===== src/rtl/multicycle_stage_sequencer_if.sv =====
// rtl/multicycle_stage_sequencer_if.sv - memory handshake, datapath strobe and status bundle for the stage sequencer
interface multicycle_stage_sequencer_if #(
  parameter int unsigned CNT_W = 32
);
  logic [31:0]      i_mem_di;
  logic             i_mem_ack;
  logic             d_mem_ack;
  logic             br_taken;
  logic             trap_clr;
  logic             i_mem_req;
  logic             d_mem_req;
  logic             d_mem_wen;
  logic             ir_we;
  logic             pc_we;
  logic             pc_sel;
  logic             alu_reg_we;
  logic             rf_we;
  logic [2:0]       stage;
  logic             trap;
  logic [1:0]       trap_cause;
  logic [CNT_W-1:0] instret;

  modport master (
    input  i_mem_di, i_mem_ack, d_mem_ack, br_taken, trap_clr,
    output i_mem_req, d_mem_req, d_mem_wen, ir_we, pc_we, pc_sel,
           alu_reg_we, rf_we, stage, trap, trap_cause, instret
  );

  modport slave (
    output i_mem_di, i_mem_ack, d_mem_ack, br_taken, trap_clr,
    input  i_mem_req, d_mem_req, d_mem_wen, ir_we, pc_we, pc_sel,
           alu_reg_we, rf_we, stage, trap, trap_cause, instret
  );
endinterface


===== src/rtl/multicycle_stage_sequencer.sv =====
// rtl/multicycle_stage_sequencer.sv - multicycle IF/ID/EX/MEM/WB sequencer with bounded memory waits and trap state
module multicycle_stage_sequencer #(
  parameter bit          SKIP_ID = 1'b1,
  parameter int unsigned TIMEOUT = 16,
  parameter int unsigned CNT_W   = 32
) (
  input  logic                         clk_i,
  input  logic                         rst_i,
  multicycle_stage_sequencer_if.master bus
);
  typedef enum logic [2:0] {
    ST_IF = 3'b000, ST_ID = 3'b001, ST_EX = 3'b010,
    ST_MEM = 3'b011, ST_WB = 3'b100, ST_TRAP = 3'b101
  } stage_e;

  typedef enum logic [3:0] {
    CL_LUI, CL_AUIPC, CL_JAL, CL_JALR, CL_R, CL_I,
    CL_LOAD, CL_STORE, CL_BRANCH, CL_ILLEGAL
  } class_e;

  localparam logic [7:0] TIMEOUT_W = 8'(TIMEOUT);

  stage_e           state_q, state_d;
  class_e           class_q, class_d, fetch_class;
  logic [1:0]       cause_q, cause_d;
  logic [7:0]       wait_q, wait_d;
  logic [CNT_W-1:0] instret_q, instret_d;
  logic             waiting;
  logic             i_mem_req, d_mem_req, d_mem_wen, ir_we, pc_we, pc_sel, alu_reg_we, rf_we;
  logic             unused_di;

  function automatic class_e decode_class(input logic [6:0] opcode);
    class_e cls;
    case (opcode)
      7'b0110111: cls = CL_LUI;
      7'b0010111: cls = CL_AUIPC;
      7'b1101111: cls = CL_JAL;
      7'b1100111: cls = CL_JALR;
      7'b0110011: cls = CL_R;
      7'b0010011: cls = CL_I;
      7'b0000011: cls = CL_LOAD;
      7'b0100011: cls = CL_STORE;
      7'b1100011: cls = CL_BRANCH;
      default:    cls = CL_ILLEGAL;
    endcase
    return cls;
  endfunction

  // Only the opcode field is ever looked at; the class is latched so later stages ignore the bus.
  assign fetch_class = decode_class(bus.i_mem_di[6:0]);
  assign unused_di   = ^bus.i_mem_di[31:7];

  always_ff @(posedge clk_i or posedge rst_i) begin
    if (rst_i) begin
      state_q   <= ST_IF;
      class_q   <= CL_ILLEGAL;
      cause_q   <= 2'b00;
      wait_q    <= '0;
      instret_q <= '0;
    end else begin
      state_q   <= state_d;
      class_q   <= class_d;
      cause_q   <= cause_d;
      wait_q    <= wait_d;
      instret_q <= instret_d;
    end
  end

  always_comb begin
    state_d    = state_q;
    class_d    = class_q;
    cause_d    = cause_q;
    instret_d  = instret_q;
    waiting    = 1'b0;
    i_mem_req  = 1'b0;
    d_mem_req  = 1'b0;
    d_mem_wen  = 1'b1;
    ir_we      = 1'b0;
    pc_we      = 1'b0;
    pc_sel     = 1'b0;
    alu_reg_we = 1'b0;
    rf_we      = 1'b0;

    case (state_q)
      ST_IF: begin
        i_mem_req = 1'b1;
        if (bus.i_mem_ack) begin
          ir_we   = 1'b1;
          pc_we   = 1'b1;
          class_d = fetch_class;
          case (fetch_class)
            CL_LUI:         state_d = SKIP_ID ? ST_WB : ST_ID;
            CL_AUIPC, CL_JAL: state_d = SKIP_ID ? ST_EX : ST_ID;
            default:        state_d = ST_ID;
          endcase
        end else if (wait_q == TIMEOUT_W) begin
          state_d = ST_TRAP;
          cause_d = 2'b10;
        end else begin
          waiting = 1'b1;
        end
      end
      ST_ID: begin
        case (class_q)
          CL_ILLEGAL: begin
            state_d = ST_TRAP;
            cause_d = 2'b01;
          end
          CL_LUI:  state_d = ST_WB;
          default: state_d = ST_EX;
        endcase
      end
      ST_EX: begin
        alu_reg_we = 1'b1;
        case (class_q)
          CL_BRANCH: begin
            pc_we   = bus.br_taken;
            pc_sel  = bus.br_taken;
            state_d = ST_IF;
          end
          CL_LOAD, CL_STORE: state_d = ST_MEM;
          default:           state_d = ST_WB;
        endcase
      end
      ST_MEM: begin
        d_mem_req = 1'b1;
        d_mem_wen = (class_q != CL_STORE);
        if (bus.d_mem_ack) begin
          state_d = (class_q == CL_STORE) ? ST_IF : ST_WB;
        end else if (wait_q == TIMEOUT_W) begin
          state_d = ST_TRAP;
          cause_d = 2'b11;
        end else begin
          waiting = 1'b1;
        end
      end
      ST_WB: begin
        rf_we   = 1'b1;
        pc_we   = (class_q == CL_JAL) || (class_q == CL_JALR);
        pc_sel  = (class_q == CL_JAL) || (class_q == CL_JALR);
        state_d = ST_IF;
      end
      ST_TRAP: begin
        if (bus.trap_clr) begin
          state_d = ST_IF;
          cause_d = 2'b00;
        end
      end
      default: state_d = ST_IF;
    endcase

    // Any state change restarts the wait count, so entry into IF or MEM always starts at zero.
    wait_d = (state_d != state_q) ? 8'd0 : (waiting ? wait_q + 8'd1 : 8'd0);

    if ((state_d == ST_IF) && (state_q != ST_IF) && (state_q != ST_TRAP)) begin
      instret_d = instret_q + CNT_W'(1);
    end
  end

  assign bus.i_mem_req  = i_mem_req;
  assign bus.d_mem_req  = d_mem_req;
  assign bus.d_mem_wen  = d_mem_wen;
  assign bus.ir_we      = ir_we;
  assign bus.pc_we      = pc_we;
  assign bus.pc_sel     = pc_sel;
  assign bus.alu_reg_we = alu_reg_we;
  assign bus.rf_we      = rf_we;
  assign bus.stage      = state_q;
  assign bus.trap       = (state_q == ST_TRAP);
  assign bus.trap_cause = cause_q;
  assign bus.instret    = instret_q;
endmodule


===== src/flat_wrapper.sv =====
// flat-port wrapper written by rule: the top's interface ports become plain ports
module multicycle_stage_sequencer_flat 
#(
  parameter bit          SKIP_ID = 1'b1,
  parameter int unsigned TIMEOUT = 16,
  parameter int unsigned CNT_W   = 32
)
  (clk_i, rst_i, bus_i_mem_di, bus_i_mem_ack, bus_d_mem_ack, bus_br_taken, bus_trap_clr, bus_i_mem_req, bus_d_mem_req, bus_d_mem_wen, bus_ir_we, bus_pc_we, bus_pc_sel, bus_alu_reg_we, bus_rf_we, bus_stage, bus_trap, bus_trap_cause, bus_instret);
  multicycle_stage_sequencer_if #(.CNT_W(CNT_W)) bus_i ();
  input  logic clk_i;
  input  logic rst_i;
  input wire logic [$bits(bus_i.i_mem_di)-1:0] bus_i_mem_di;
  input wire logic [$bits(bus_i.i_mem_ack)-1:0] bus_i_mem_ack;
  input wire logic [$bits(bus_i.d_mem_ack)-1:0] bus_d_mem_ack;
  input wire logic [$bits(bus_i.br_taken)-1:0] bus_br_taken;
  input wire logic [$bits(bus_i.trap_clr)-1:0] bus_trap_clr;
  output wire logic [$bits(bus_i.i_mem_req)-1:0] bus_i_mem_req;
  output wire logic [$bits(bus_i.d_mem_req)-1:0] bus_d_mem_req;
  output wire logic [$bits(bus_i.d_mem_wen)-1:0] bus_d_mem_wen;
  output wire logic [$bits(bus_i.ir_we)-1:0] bus_ir_we;
  output wire logic [$bits(bus_i.pc_we)-1:0] bus_pc_we;
  output wire logic [$bits(bus_i.pc_sel)-1:0] bus_pc_sel;
  output wire logic [$bits(bus_i.alu_reg_we)-1:0] bus_alu_reg_we;
  output wire logic [$bits(bus_i.rf_we)-1:0] bus_rf_we;
  output wire logic [$bits(bus_i.stage)-1:0] bus_stage;
  output wire logic [$bits(bus_i.trap)-1:0] bus_trap;
  output wire logic [$bits(bus_i.trap_cause)-1:0] bus_trap_cause;
  output wire logic [$bits(bus_i.instret)-1:0] bus_instret;
  assign bus_i.i_mem_di = bus_i_mem_di;
  assign bus_i.i_mem_ack = bus_i_mem_ack;
  assign bus_i.d_mem_ack = bus_d_mem_ack;
  assign bus_i.br_taken = bus_br_taken;
  assign bus_i.trap_clr = bus_trap_clr;
  assign bus_i_mem_req = bus_i.i_mem_req;
  assign bus_d_mem_req = bus_i.d_mem_req;
  assign bus_d_mem_wen = bus_i.d_mem_wen;
  assign bus_ir_we = bus_i.ir_we;
  assign bus_pc_we = bus_i.pc_we;
  assign bus_pc_sel = bus_i.pc_sel;
  assign bus_alu_reg_we = bus_i.alu_reg_we;
  assign bus_rf_we = bus_i.rf_we;
  assign bus_stage = bus_i.stage;
  assign bus_trap = bus_i.trap;
  assign bus_trap_cause = bus_i.trap_cause;
  assign bus_instret = bus_i.instret;
  multicycle_stage_sequencer #(.SKIP_ID(SKIP_ID), .TIMEOUT(TIMEOUT), .CNT_W(CNT_W)) u_core (.clk_i(clk_i), .rst_i(rst_i), .bus(bus_i));
endmodule

===== config.mk =====
export PLATFORM = sky130hd
export DESIGN_NAME = multicycle_stage_sequencer_flat
export DESIGN_NICKNAME = d
export VERILOG_FILES = /design/src/rtl/multicycle_stage_sequencer_if.sv /design/src/rtl/multicycle_stage_sequencer.sv /design/src/flat_wrapper.sv
export SDC_FILE = /design/constraint.sdc
export NUM_CORES = 1
export LEC_CHECK = 0
export BUFFER_PORTS_ARGS = -buffer_cell sky130_fd_sc_hd__buf_2
export CORE_UTILIZATION = 42
export DETAILED_ROUTE_END_ITERATION = 16
export GPL_TIMING_DRIVEN = 0
export PLACE_DENSITY = 0.7
export SETUP_SLACK_MARGIN = 0.15
export SLEW_MARGIN = 30
export SYNTH_ARGS = -nofsm -noshare
export SYNTH_HDL_FRONTEND = slang
export SYNTH_SLANG_ARGS = --single-unit

===== constraint.sdc =====
create_clock -name clk_i -period 2.05 [get_ports clk_i]
set_clock_uncertainty 0.15 [all_clocks]
set_input_delay 0.41 -clock clk_i [delete_from_list [all_inputs] [get_ports clk_i]]
set_output_delay 0.41 -clock clk_i [all_outputs]
set_load 0.01 [all_outputs]

==> results.sh <==
export IMPL_syn_cell_area_mm2=0.00273
export IMPL_postSynthAreaPerCell_um2=9.51
export IMPL_post_drt_wl_per_cell_um=16.0
export IMPL_rsz0062_at_grt="true"
export IMPL_die_y_um=82.6
export IMPL_cts_root_buffer="clkbuf_8"
export IMPL_grt_pass1_wl_mm=11.3
export IMPL_cts_max_path_buffers=2
export IMPL_rows=29
export IMPL_hold_class="in2async"
export IMPL_fin_nets=423
export IMPL_gp_congestion=0.803
export IMPL_crit_path_start_kind="flop"
export IMPL_violations="design-rule violations, negative setup slack"
export IMPL_grt_pass1_vias=2412
export IMPL_grt_max_degree=50
export IMPL_dp_hpwl_mm=4.63
export IMPL_worstSkewPairLatency_ns=0.30
export IMPL_critPathCaptureType="flop"
export IMPL_vias_per_cell=5.73
export IMPL_vias=2634
export IMPL_placedCellCount=422
export IMPL_worst_pin_slew_ns=0.602
export IMPL_drtAntennaViolNets=0
export IMPL_period_minus_slack_ns=2.13
export IMPL_initial_core_util_pct=43.2
export IMPL_antenna_cells=0
export IMPL_yosysTopAreaCellShare_pct=43.1
export IMPL_area_growth_pct=36.1
export IMPL_r2r_setup_slack_ns=-0.08
export IMPL_drt_wl_total_mm=7.34
export IMPL_syn_nets=328
export IMPL_leakagePower_nw=1.72
export IMPL_num_io_pins=84
export IMPL_cts_tree="done"
export IMPL_fillCellCount=554
export IMPL_fmax_mhz=470
export IMPL_antenna_found_initial=0
export IMPL_async_flop_share_pct=100
export IMPL_synth_commonest_cells="dfrtp_1, xnor2_1, nand4_1, nor2_1, nand2_1"
export IMPL_slew_headroom_pct=59.9
export IMPL_path_max_fanout=10
export IMPL_cap_violations=0
export IMPL_worstSetupPathType="reg2reg"
export IMPL_synth_flop_cell="dfrtp_1"
export IMPL_remaining_drc_errors=2
export IMPL_dieArea_mm2=0.00682
export IMPL_synth_most_common_cell="dfrtp_1"
export IMPL_setup_viol=34
export IMPL_overflow=0
export IMPL_status="finished, violations left"
export IMPL_finalCritPeriodShare_pct=104
export IMPL_port_buffers=58
export IMPL_fin_cells=460
export IMPL_synthCells=287
export IMPL_placed_cell_area_mm2=0.00315
export IMPL_design_area_mm2=0.00371
export IMPL_seq_area_frac_synth_pct=45.0
export IMPL_grt_usage_pct=21.9
export IMPL_first_iter_violations=194
export IMPL_path_clk_slew_ns=0.09
export IMPL_finalWorstSetupSlack_ns=-0.0768
export IMPL_coreArea_mm2=0.00631
export IMPL_fp_dieW_um=82.6
export IMPL_arrival_ns=2.17
export IMPL_power_density_mw_per_mm2=1100
export IMPL_synth_enable_flop_cells=0
export IMPL_ys_ff_latch=49
export IMPL_synth_top_cell_by_area="dfrtp_1"
export IMPL_hold_violations=0
export IMPL_clkSinkCount=49
export IMPL_final_max_slew_viol_count=0
export IMPL_cp_required_ns=2.10
export IMPL_ir_worst_vdd_mv=0.538
export IMPL_synth_cell_types=49
export IMPL_cts_buffers=5
export IMPL_h_tree_depth=2
export IMPL_synth_area_leaders="dfrtp_1, xnor2_1, nand4_1"
export IMPL_drive_gt1_share_pct=37.1
export IMPL_ys_warn_count=0
export IMPL_drt_pass1_iter_count=11
==> where the power goes <==
| part | internal (mW) | total, mW | leakage, nW | switching [mW] |
|---|---|---|---|---|
| combinational | 1.03 | 2.10 | 1.01 | 1.07 |
| clock | 0.362 | 0.678 | 0.0552 | 0.316 |
| sequential | 1.12 | 1.31 | 0.651 | 0.191 |
==> logic make-up (layout without fill, tap and decap cells) <==
logic type / Yosys count / in the layout / synth area share [%]
AND/OR/NAND/NOR: 141 / 141 / 28.4
flip-flops: 49 / 49 / 45.0
XOR/XNOR: 39 / 39 / 12.5
AO/OA/AOI/OAI: 32 / 32 / 7.89
buffers and inverters: 21 / 117 / 3.85
adder cells (fa/ha/maj): 3 / 3 / 1.38
multiplexers: 2 / 2 / 0.963
==> critical path, stage by stage (launching register included) <==
cell and delay (ns):
dfstp_2 0.57, or4b_1 0.44, a32oi_1 0.21, a21o_2 0.22, buf_6 0.16, nand4_1 0.10
xnor2_1 0.16
==> routing by layer <==
metal	up-vias	global-route usage, %	wire, um
li1	1234	-	-
met3	12	4.51	461
met5	-	0	0
met4	0	7.93	144
met1	1282	28.1	3160
met2	106	36.4	3570
==> layout by cell type (no fill, tap or decap), types with 14 or more instances in the layout <==
master,synthesis,layout
dfrtp_1,47,43
and3_1,17,17
buf_4,0,24
nand4_1,27,27
buf_2,3,54
nand2_1,20,18
xnor2_1,32,30
nand3_1,16,14
buf_6,3,14
nor2_1,24,22
==> stage by stage <==
stage / setup WS (ns) / TNS (ns) / hold slack (ns) / util (%) / power (mW)
global route: -0.178 / -5.06 / 0.0944 / 58.8 / 4.31
global placement: -0.345 / -18.26 / 0.299 / 49.9 / 2.63
finish: -0.0768 / -1.77 / 0.0272 / 58.8 / 4.09
detailed placement: -0.155 / -3.49 / 0.320 / 49.9 / 2.65
floorplan: 0.0860 / 0 / 0.338 / - / 2.22
CTS: -0.0212 / -0.151 / 0.0587 / 56.3 / 3.82
==> flip-flops by register name, summed over array words and instances (netlist names) <==
| signal | cells |
|---|---|
| u_core.bus.trap_cause | 2 |
| u_core.bus.stage | 3 |
| u_core.bus.instret | 32 |
| u_core.class_q | 4 |
| u_core.wait_q | 8 |
==> cell type report <==
cell class	instances	area, um2	share of cell area [%]
inverter	11	48.8	1.31
clock inverter	2	35.0	0.943
clock buffer	6	72.6	1.95
timing repair buffer	88	577	15.5
buffer	10	91.3	2.46
multi-input combinational	217	1560	42.0
tap	77	96.3	2.59
sequential	49	1230	33.2
==> what timing repair did <==
item,4_1_cts,5_1_grt
gates cloned,1,3
resized for setup,43,17
hold buffers,0,0
buffers inserted,16,10
pin swaps,15,22
endpoints found under the setup margin,45,44
==> final timing paths <==
path	from	to	depth (start not counted)
min reg2reg	u_core.bus.instret[31]	u_core.bus.instret[31]	1
min	rst_i	u_core.wait_q[0]	2
max in group asynchronous	rst_i	u_core.class_q[1]	2
max reg2reg	u_core.class_q[3]	u_core.bus.instret[22]	6
min in group clk_i	bus_i_mem_di[4]	u_core.class_q[1]	2
max	u_core.class_q[3]	u_core.bus.instret[22]	6
Power figures use the tool's default switching activity.
